--- src/rtl/beat_timer_if.sv ---
// Note-timing handshake between sequencer (master) and beat timer (slave).
// Sequencer drives start/beat/speed/pause/stop; the timer returns busy/done/err/remaining.
interface beat_timer_if #(
  parameter int CNT_W = 28
);
  logic             start;
  logic [3:0]       beat;
  logic [1:0]       speed;
  logic             pause;
  logic             stop;
  logic             busy;
  logic             done;
  logic             err;
  logic [CNT_W-1:0] remaining;

  modport master (
    output start, beat, speed, pause, stop,
    input  busy, done, err, remaining
  );

  modport slave (
    input  start, beat, speed, pause, stop,
    output busy, done, err, remaining
  );
endinterface

--- src/rtl/beat_timer.sv ---
// Beat-code to cycle-count note timer: busy from the cycle after start for N unpaused cycles.
// done/err are registered one-cycle pulses; stop or a new start abandons the note without done.
module beat_timer #(
  parameter int unsigned CLK_FREQ_HZ = 50000000,
  parameter int unsigned WHOLE_MS    = 1600,
  parameter int          CNT_W       = 28
) (
  input  logic     clk,
  input  logic     rst_n,
  beat_timer_if.slave tmr
);

  localparam longint unsigned WHOLE = 64'(CLK_FREQ_HZ) / 64'd1000 * 64'(WHOLE_MS);
  localparam logic [CNT_W-1:0] WHOLE_C = CNT_W'(WHOLE);
  localparam logic [CNT_W-1:0] ONE     = CNT_W'(1);

  // A dotted whole note is the longest duration the counter ever has to hold.
  if ((WHOLE + WHOLE / 64'd2) >= (64'd1 << CNT_W)) begin : g_width_chk
    $error("beat_timer: CNT_W too narrow for 1.5 x whole-note cycles");
  end

  localparam logic [1:0] S_IDLE   = 2'd0;
  localparam logic [1:0] S_RUN    = 2'd1;
  localparam logic [1:0] S_PAUSED = 2'd2;

  logic [1:0]       state_q, state_d;
  logic [CNT_W-1:0] rem_q, rem_d;
  logic             done_q, done_d;
  logic             err_q, err_d;

  logic [CNT_W-1:0] base, dur, n_load;

  always_comb begin
    base   = WHOLE_C >> tmr.beat[2:0];
    dur    = tmr.beat[3] ? (base + (base >> 1)) : base;
    n_load = dur >> tmr.speed;
    if (n_load == '0) n_load = ONE;
  end

  always_comb begin
    state_d = state_q;
    rem_d   = rem_q;
    done_d  = 1'b0;
    err_d   = 1'b0;
    if (tmr.stop) begin
      state_d = S_IDLE;
      rem_d   = '0;
    end else if (tmr.start) begin
      if (tmr.beat[2:0] == 3'd7) begin
        err_d   = 1'b1;
        state_d = S_IDLE;
        rem_d   = '0;
      end else begin
        rem_d   = n_load;
        state_d = tmr.pause ? S_PAUSED : S_RUN;
      end
    end else begin
      case (state_q)
        // Leaving PAUSED counts immediately, so only pause-high cycles stretch the note.
        S_RUN, S_PAUSED: begin
          if (tmr.pause) begin
            state_d = S_PAUSED;
          end else if (rem_q == ONE) begin
            state_d = S_IDLE;
            rem_d   = '0;
            done_d  = 1'b1;
          end else begin
            state_d = S_RUN;
            rem_d   = rem_q - ONE;
          end
        end
        default: begin
          state_d = S_IDLE;
          rem_d   = '0;
        end
      endcase
    end
  end

  always_ff @(posedge clk or negedge rst_n) begin
    if (!rst_n) begin
      state_q <= S_IDLE;
      rem_q   <= '0;
      done_q  <= 1'b0;
      err_q   <= 1'b0;
    end else begin
      state_q <= state_d;
      rem_q   <= rem_d;
      done_q  <= done_d;
      err_q   <= err_d;
    end
  end

  assign tmr.busy      = (state_q != S_IDLE);
  assign tmr.done      = done_q;
  assign tmr.err       = err_q;
  assign tmr.remaining = rem_q;

endmodule
--- src/flat_wrapper.sv ---
// flat-port wrapper written by rule: the top's interface ports become plain ports
module beat_timer_flat 
#(
  parameter int unsigned CLK_FREQ_HZ = 50000000,
  parameter int unsigned WHOLE_MS    = 1600,
  parameter int          CNT_W       = 28
)
  (clk, rst_n, tmr_start, tmr_beat, tmr_speed, tmr_pause, tmr_stop, tmr_busy, tmr_done, tmr_err, tmr_remaining);
  beat_timer_if #(.CNT_W(CNT_W)) tmr_i ();
  input  logic clk;
  input  logic rst_n;
  input wire logic [$bits(tmr_i.start)-1:0] tmr_start;
  input wire logic [$bits(tmr_i.beat)-1:0] tmr_beat;
  input wire logic [$bits(tmr_i.speed)-1:0] tmr_speed;
  input wire logic [$bits(tmr_i.pause)-1:0] tmr_pause;
  input wire logic [$bits(tmr_i.stop)-1:0] tmr_stop;
  output wire logic [$bits(tmr_i.busy)-1:0] tmr_busy;
  output wire logic [$bits(tmr_i.done)-1:0] tmr_done;
  output wire logic [$bits(tmr_i.err)-1:0] tmr_err;
  output wire logic [$bits(tmr_i.remaining)-1:0] tmr_remaining;
  assign tmr_i.start = tmr_start;
  assign tmr_i.beat = tmr_beat;
  assign tmr_i.speed = tmr_speed;
  assign tmr_i.pause = tmr_pause;
  assign tmr_i.stop = tmr_stop;
  assign tmr_busy = tmr_i.busy;
  assign tmr_done = tmr_i.done;
  assign tmr_err = tmr_i.err;
  assign tmr_remaining = tmr_i.remaining;
  beat_timer #(.CLK_FREQ_HZ(CLK_FREQ_HZ), .WHOLE_MS(WHOLE_MS), .CNT_W(CNT_W)) u_core (.clk(clk), .rst_n(rst_n), .tmr(tmr_i));
endmodule
--- config.mk ---
export PLATFORM = sky130hd
export DESIGN_NAME = beat_timer_flat
export DESIGN_NICKNAME = d
export VERILOG_FILES = /design/src/rtl/beat_timer_if.sv /design/src/rtl/beat_timer.sv /design/src/flat_wrapper.sv
export SDC_FILE = /design/constraint.sdc
export NUM_CORES = 1
export LEC_CHECK = 0
export ABC_AREA = 1
export CAP_MARGIN = 20
export CORE_ASPECT_RATIO = 1.1
export CORE_UTILIZATION = 30
export CTS_BUF_LIST = sky130_fd_sc_hd__clkbuf_2 sky130_fd_sc_hd__clkbuf_4 sky130_fd_sc_hd__clkbuf_8
export DETAILED_ROUTE_END_ITERATION = 10
export PLACE_DENSITY = 0.49
export SETUP_SLACK_MARGIN = 0.4
export SLEW_MARGIN = 0
export SYNTH_ARGS = -nofsm -noshare
export SYNTH_HDL_FRONTEND = slang
export SYNTH_SLANG_ARGS = --single-unit
--- constraint.sdc ---
create_clock -name clk -period 2.1 [get_ports clk]
set_clock_uncertainty 0.15 [all_clocks]
set_input_delay 0.42 -clock clk [delete_from_list [all_inputs] [get_ports clk]]
set_output_delay 0.42 -clock clk [all_outputs]
set_load 0.05 [all_outputs]
# Word-level counts from Yosys, hierarchy flattened
# Index checks and enable logic that the tools add are counted.
# word_totals
wordCells	39
in_bits	11
output_inout_bits	31
ff_bits	32
# op_classes
eq_ne	5
n_addsub	2
n_reduce_logical	3
shift	2
muxes	23
# ops
operator	count
2-to-1 mux 28 bit	8
adder 28 x 27 -> 28 bit	1
== test 28 x 1 -> 1 bit, second input constant	1
zero test 28 bit	1
>> shifter 27 x 3 -> 28 bit, first input constant	1
>> shifter 28 x 2 -> 28 bit	1
subtractor 28 x 1 -> 28 bit, second input constant	1
2-to-1 mux 2 bit	6
2-to-1 mux 1 bit	9
!= test 4 bit, second input constant	1
== test 3 bit, second input constant	1
== test 2 x 1 -> 1 bit, second input constant	1
== test 2 bit, second input constant	1
nonzero test 2 bit	1
OR reduction 2 bit	1

# Longest topological paths before layout
# Gate-level depths: netlist of the first run.
# depth
depth_word	9
depth_mapped	24

# Worst setup path after synthesis of the first run
# OpenSTA, ideal clock, no wires.
# synth_timing
path_type	input-to-reg
start	input port tmr_beat[0]
end	register u_core.rem_q[22] (netlist: u_core.tmr.remaining[22])
t_arrival_ns	2.835
required_time_ns	1.832
slack_ns	-1.003
cell_stages	23
path_buffers	0
path_cell_list	inv_1 -> ha_1 -> nand2_1 -> inv_1 -> ha_1 -> inv_1 -> fa_1 -> nor2_1 -> o21ai_1 -> nand2_1 -> nand2_1 -> nand2_1 -> nand2_1 -> nand3_1 -> nand2_1 -> nand3_1 -> nand3_1 -> nand3_1 -> nand3_1 -> nand3_1 -> nand2_1 -> nand2_1 -> nand2_1
# synth_via
elab_chain_len	9
elab_cells_between_ends	10
cone_classes	add/sub (1); eq/ne (1); shift (2); mux (5); reduce/logical (1)
# synth_rtl
element	line_no	source
from (decl)	flat_wrapper.sv:13	input wire logic [$bits(tmr_i.beat)-1:0] tmr_beat;
>> shifter 27 x 3 -> 28 bit	beat_timer.sv:34	base = WHOLE_C >> tmr.beat[2:0];
adder 28 x 27 -> 28 bit	beat_timer.sv:35	dur = tmr.beat[3] ? (base + (base >> 1)) : base;
2-to-1 mux 28 bit	beat_timer.sv:35	
>> shifter 28 x 2 -> 28 bit	beat_timer.sv:36	n_load = dur >> tmr.speed;
zero test 28 bit	beat_timer.sv:37	if (n_load == '0) n_load = ONE;
2-to-1 mux 28 bit	beat_timer.sv:37	
2-to-1 mux 28 bit (*)	beat_timer.sv:49	if (tmr.beat[2:0] == 3'd7) begin
2-to-1 mux 28 bit (*)	beat_timer.sv:48	end else if (tmr.start) begin
2-to-1 mux 28 bit (*)	beat_timer.sv:45	if (tmr.stop) begin
to (signal assigned)	beat_timer.sv:88	rem_q <= rem_d;
to (decl)	beat_timer.sv:27	logic [CNT_W-1:0] rem_q, rem_d;
# Mark *: on every way between the ends. The rest lies on a longest branch, timed or not.
# A chain may end at the register's enable or synchronous reset.

# Worst setup path in the final report of the first run
# layout_timing
start	input port tmr_beat[0]
end	register u_core.rem_q[24] (netlist: u_core.tmr.remaining[24])
# The elaborated chain is that of the path after synthesis.

==> results of run 1 <==
-- flip-flops by register name, summed over array words and instances, names as in the netlist --
name	count
u_core.tmr.err	1
u_core.state_q	2
u_core.tmr.done	1
u_core.tmr.remaining	28
-- worst max-delay path: stages --
cell and delay (ns):
buf_8 0.08, clkinvlp_4 0.13, ha_4 0.19, buf_6 0.12, nand2_8 0.08, buf_12 0.11, buf_6 0.10, nand2_8 0.06
ha_4 0.23, a21oi_4 0.18, o21ai_2 0.10, inv_1 0.09, o21ai_2 0.08, nand2_1 0.09, nand2_2 0.07, a21boi_2 0.19
nand2_1 0.07, nand2_1 0.08, nand3_2 0.09, nand3_2 0.10, nand3_1 0.09, nand3_1 0.08, nand2_1 0.05, nand2_1 0.05
nand2_1 0.04
-- final cells by class --
type	count	area, um^2	area share, %
inverters	101	397	4.97
well taps	192	240	3.01
clock buffers	8	97.6	1.22
flip-flops and latches	32	805	10.1
multi-input cells	622	4130	51.7
repair buffers	271	2310	29.0
-- layer usage --
| metal | vias up | GRT usage, % | wire, um |
|---|---|---|---|
| li1 | 3067 | - | - |
| met1 | 2924 | 29.1 | 8260 |
| met2 | 167 | 41.9 | 9390 |
| met3 | 44 | 2.99 | 731 |
| met4 | 0 | 7.45 | 535 |
| met5 | - | 0 | 0 |
-- how the worst min path moves through the flow --
stage	start	slack [ns]	endpoint	cells past startpoint
floorplan	rst_n	-0.03	u_core.state_q[0]	0
global placement	u_core.tmr.remaining[27]	0.40	u_core.tmr.remaining[27]	2
detailed placement	u_core.tmr.remaining[27]	0.40	u_core.tmr.remaining[27]	2
CTS	rst_n	0.33	u_core.tmr.remaining[14]	1
global route	rst_n	0.35	u_core.tmr.remaining[14]	1
finish	rst_n	0.31	u_core.tmr.remaining[16]	1
-- logic make-up after synthesis --
kind of cell	synth area share, %
multiplexers	1.11
XOR/XNOR	3.31
AO/OA/AOI/OAI	16.2
flip-flops	17.8
AND/OR/NAND/NOR	42.6
adder cells (fa/ha/maj)	7.95
buffers and inverters	11.0
-- what timing repair did --
item | in CTS | in global routing
buffers inserted | 25 | 9
pin swaps | 66 | 65
hold buffers | 0 | 0
resized for setup | 129 | 104
setup endpoints to repair | 35 | 34
gates cloned | 1 | 0
-- power breakdown --
group          switching (uW)  total, uW  internal, uW
clock network             244        537           293
registers                26.5        685           659
logic                    1380       2490          1110
-- metrics by stage --
step                      worst slack (ns)  cells  setup TNS [ns]  cell area [um^2]
after detailed placement             -1.83   1183          -44.49              6710
after global routing                -0.984   1226          -22.84              7990
after CTS                           -0.841   1217          -18.99              7460
after floorplan                     -0.665    779          -15.11              4630
after global placement               -1.84   1183          -43.82              6710
final                               -0.830   1226          -18.80              7990
-- placed cells by master, fill, tap and decap left out, types with 4 or more instances in the layout --
cell and instances:
o22ai_1 4, a21oi_1 22, a21oi_2 7, inv_1 77
xnor2_1 4, o21ai_2 18, clkbuf_8 6, ha_4 15
o21ai_0 33, buf_12 13, nand3_1 44, nor3_2 8
nand3_2 54, nor2_4 10, nor2_1 45, nand2_2 34
inv_2 17, nor2_2 12, o211ai_1 13, nand4_1 9
ha_1 11, xor2_1 12, buf_6 15, o21ai_1 11
nand2_1 203, dfrtp_1 29, clkdlybuf4s50_1 7, buf_4 229
nor3_1 9
==> results.json, run 1 <==
{
  "status": "finished with violations",
  "violations": "setup timing",
  "track_usage_pct": 23.3,
  "port_buffers": 41,
  "fp.dieArea_um2": 15500,
  "timing.rr.start": "u_core.tmr.remaining[1]",
  "required_ns": 2.14,
  "synth-seq-cells": 32,
  "die_w_um": 119,
  "vias_per_cell": 5.06,
  "slew_violations": 0,
  "cts_root_buf": "clkbuf_8",
  "worstSetupEndpointType": "register",
  "cts_made_buffers": 5,
  "worstSkewPairLatency_ns": 0.29,
  "yosys-top-cells-area": "nand2_1 (19%), dfrtp_1 (18%), nand3_1 (11%), inv_1 (8.2%), ha_1 (7.5%)",
  "area_growth_pct": 77.4,
  "setup_ws_ns": -0.830,
  "setup_violations": 28,
  "path_class": "in -> reg",
  "p_leak_uw": 0.00409,
  "fp-row-count": 46,
  "cp_max_fo": 3,
  "core_area_um2": 14600,
  "start_util_pct": 30.9,
  "synth_top_area_cell": "nand2_1",
  "clock_path_buffers": 2,
  "power_density_nw_per_um2": 464,
  "fmax_mhz": 341,
  "yosysSeqAreaShare_pct": 17.8,
  "ant_nets": 0,
  "worst_pin_slew_ns": 0.504,
  "grt_first_pass_wirelength_um": 28800,
  "critPathLaunch": "tmr_beat[0]",
  "slew_headroom_pct": 66.3,
  "r2r-end": "u_core.tmr.remaining[25]",
  "vdd_drop_max_mv": 0.366,
  "dieHeight_um": 130,
  "synthTopCellsByCount": "nand2_1 (230), nand3_1 (99), inv_1 (98), nor2_1 (64), o21ai_0 (54)",
  "drc_errors": 0,
  "firstDrtPassIters": 5,
  "ff2ff_setup_slack_ns": -0.47,
  "yosys_warnings": 0,
  "synth.most_common_cell": "nand2_1",
  "synth-edff-count": 0,
  "cts.sinks": 32,
  "endpoint": "u_core.tmr.remaining[24]",
  "dp_hpwl_um": 14300,
  "final_util_pct": 54.8,
  "drtIter0Drc": 464,
  "finalHoldViolCount": 0,
  "netlist_instances": 779,
  "hold_class": "in -> async",
  "drive_gt1_share_pct": 46.8,
  "synth.distinct_cells": 43,
  "start_kind": "primary input",
  "synthFlopType": "dfrtp_1",
  "wl_per_cell_um": 15.4,
  "rr_worst_depth": 14,
  "fin_crit_sh_pct": 140,
  "fin_total_pwr_uw": 3710,
  "io_pins": 42,
  "grt_setup_unrepaired": "true",
  "antennaDiodeCount": 0,
  "fillers": 1360,
  "synthArstFlopShare_pct": 100,
  "crit_arrival_ns": 2.97,
  "gp_congestion": 0.969,
  "min_period_ns": 2.93,
  "yosysTopAreaCellShare_pct": 19.2,
  "tritoncts": "built",
  "whs_ns": 0.312,
  "cts.clk_slew.worst_paths_ns": 0.07,
  "antenna_found_initial": 0,
  "nNetsFinal": 1072,
  "grt_pass1_vias": 5888,
  "vias": 6202,
  "gr-total-overflow": 0,
  "synth_nets": 818,
  "grt_max_degree": 29,
  "h-tree-depth": 2,
  "synth_area_per_cell_um2": 5.78,
  "max_cap_violations": 0,
  "synth_area_um2": 4500,
  "drt_wl_total_um": 18900
}
Power figures use the tool's default switching activity.
==> run 2, diff against run 1 <==
CTS_CLUSTER_DIAMETER = 100   (was unset)
==> results of run 2 <==
Same layout as run 1: the final DEF is identical, and so are final timing and power.
==> run 3, diff against run 2 <==
PLACE_DENSITY = unset   (was 0.49)
SKIP_LAST_GASP = 1   (was unset)
==> results.json, run 3 (same netlist as run 1, synthesis figures left out) <==
{
  "core_area_um2": 14600,
  "whs_ns": 0.395,
  "tritoncts": "built",
  "drive_gt1_share_pct": 45.4,
  "p_leak_uw": 0.00399,
  "drtIter0Drc": 361,
  "fp-row-count": 46,
  "cts_made_buffers": 5,
  "drc_errors": 0,
  "wl_per_cell_um": 14.4,
  "io_pins": 42,
  "vias": 6032,
  "antennaDiodeCount": 0,
  "fp.dieArea_um2": 15500,
  "timing.rr.start": "u_core.tmr.remaining[0]",
  "vias_per_cell": 4.96,
  "clock_path_buffers": 2,
  "die_w_um": 119,
  "path_class": "in -> reg",
  "required_ns": 2.15,
  "cts.sinks": 32,
  "max_cap_violations": 0,
  "area_growth_pct": 73.4,
  "slew_headroom_pct": 70.7,
  "port_buffers": 41,
  "setup_ws_ns": -0.700,
  "power_density_nw_per_um2": 470,
  "violations": "setup timing",
  "dieHeight_um": 130,
  "worst_pin_slew_ns": 0.439,
  "met2_usage_pct": 39.4,
  "dp_hpwl_um": 13200,
  "h-tree-depth": 2,
  "vdd_drop_max_mv": 0.265,
  "drt_wl_total_um": 17500,
  "fin_area_um2": 7800,
  "grt_setup_unrepaired": "true",
  "postCtsHoldBufs": 0,
  "setup_violations": 29,
  "start_kind": "primary input",
  "finalHoldViolCount": 0,
  "grt_pass1_vias": 5765,
  "ant_nets": 0,
  "hold_class": "in -> async",
  "grt_first_pass_wirelength_um": 28000,
  "crit_arrival_ns": 2.85,
  "endpoint": "u_core.tmr.remaining[24]",
  "largest_register_ffs": 28,
  "ff2ff_setup_slack_ns": -0.31,
  "busiest_layer": "met2",
  "final_util_pct": 53.6,
  "r2r-end": "u_core.tmr.remaining[25]",
  "gr-total-overflow": 0,
  "status": "finished with violations",
  "cts_root_buf": "clkbuf_8",
  "slew_violations": 0,
  "worstSetupEndpointType": "register",
  "gp_congestion": 0.920,
  "layout_commonest_cell": "buf_4",
  "placed_cell_area_um2": 6570,
  "min_period_ns": 2.80,
  "nNetsFinal": 1061,
  "cts.clk_slew.worst_paths_ns": 0.07,
  "track_usage_pct": 22.6,
  "use_met1_pct": 28.7,
  "grt_max_degree": 33,
  "start_util_pct": 30.9,
  "fmax_mhz": 357,
  "rr_worst_depth": 14,
  "firstDrtPassIters": 5,
  "fin_crit_sh_pct": 133,
  "cp_max_fo": 4,
  "antenna_found_initial": 0,
  "fin_total_pwr_uw": 3670,
  "critPathLaunch": "tmr_beat[0]",
  "grtUsageMet3_pct": 2.34,
  "final_cell_mix": "buf_4 (228), nand2_1 (204), inv_1 (73)",
  "worstSkewPairLatency_ns": 0.30
}
run 3: cell count changes in the layout (fill, tap and decap cells not counted), sizes merged:
cell           previous run  this run
buf                     260       250
clkdlybuf4s15             3         2
run 3: layout make-up:
class                           instances  area [um^2]
Clock buffer                            8         97.6
Fill cell                            1369         6760
Inverter                              101          393
Multi-Input combinational cell        622         4130
Sequential cell                        32          805
Tap cell                              192          240
Timing Repair Buffer                  260         2140
run 3: metal layers:
metal	vias to the layer above	routed length [um]
met5	-	0
met4	0	601
met3	40	601
met2	138	8480
met1	2796	7850
li1	3058	-
run 3: what timing repair did:
item,CTS,global route
cloned,1,0
resized for setup,134,89
buffers inserted,27,6
hold endpoints to repair,0,0
pin swaps,66,51
setup endpoints to repair,34,32
run 3: worst min path at each step:
stage                                 start                        to  slack, ns  depth (start not counted)
detailed placement  u_core.tmr.remaining[6]   u_core.tmr.remaining[6]       0.41                          3
floorplan                             rst_n         u_core.state_q[0]      -0.03                          0
global placement    u_core.tmr.remaining[6]   u_core.tmr.remaining[6]       0.41                          3
CTS                                   rst_n  u_core.tmr.remaining[15]       0.40                          2
finish                                rst_n  u_core.tmr.remaining[15]       0.40                          2
global route                          rst_n  u_core.tmr.remaining[15]       0.44                          2
run 3: critical path: stages:
cell and delay (ns):
buf_8 0.08, clkinvlp_4 0.12, ha_4 0.29, nor2_4 0.11, inv_2 0.07, nand2_2 0.08
inv_2 0.06, ha_4 0.25, a21oi_4 0.13, o21ai_2 0.09, inv_2 0.07, o21ai_4 0.07
nand2_2 0.07, nand2_2 0.08, a21boi_2 0.19, nand2_1 0.07, nand2_1 0.07, nand3_2 0.09
nand3_2 0.11, nand3_1 0.09, nand3_1 0.08, nand2_1 0.05, nand2_1 0.05, nand2_1 0.04
run 3: report_power, final:
group	total [uW]	internal (uW)	switching [uW]
logic	2440	1100	1340
clock network	541	293	248
registers	688	659	28.8
run 3: stage by stage:
| step | setup WS (ns) | instances | setup TNS, ns |
|---|---|---|---|
| 5_1_grt | -0.907 | 1215 | -21.32 |
| 3_5_place_dp | -1.74 | 1173 | -43.22 |
| 6_report | -0.700 | 1215 | -16.35 |
| 4_1_cts | -0.714 | 1209 | -16.64 |
| 2_1_floorplan | -0.665 | 779 | -15.11 |
| 3_3_place_gp | -1.69 | 1173 | -42.06 |
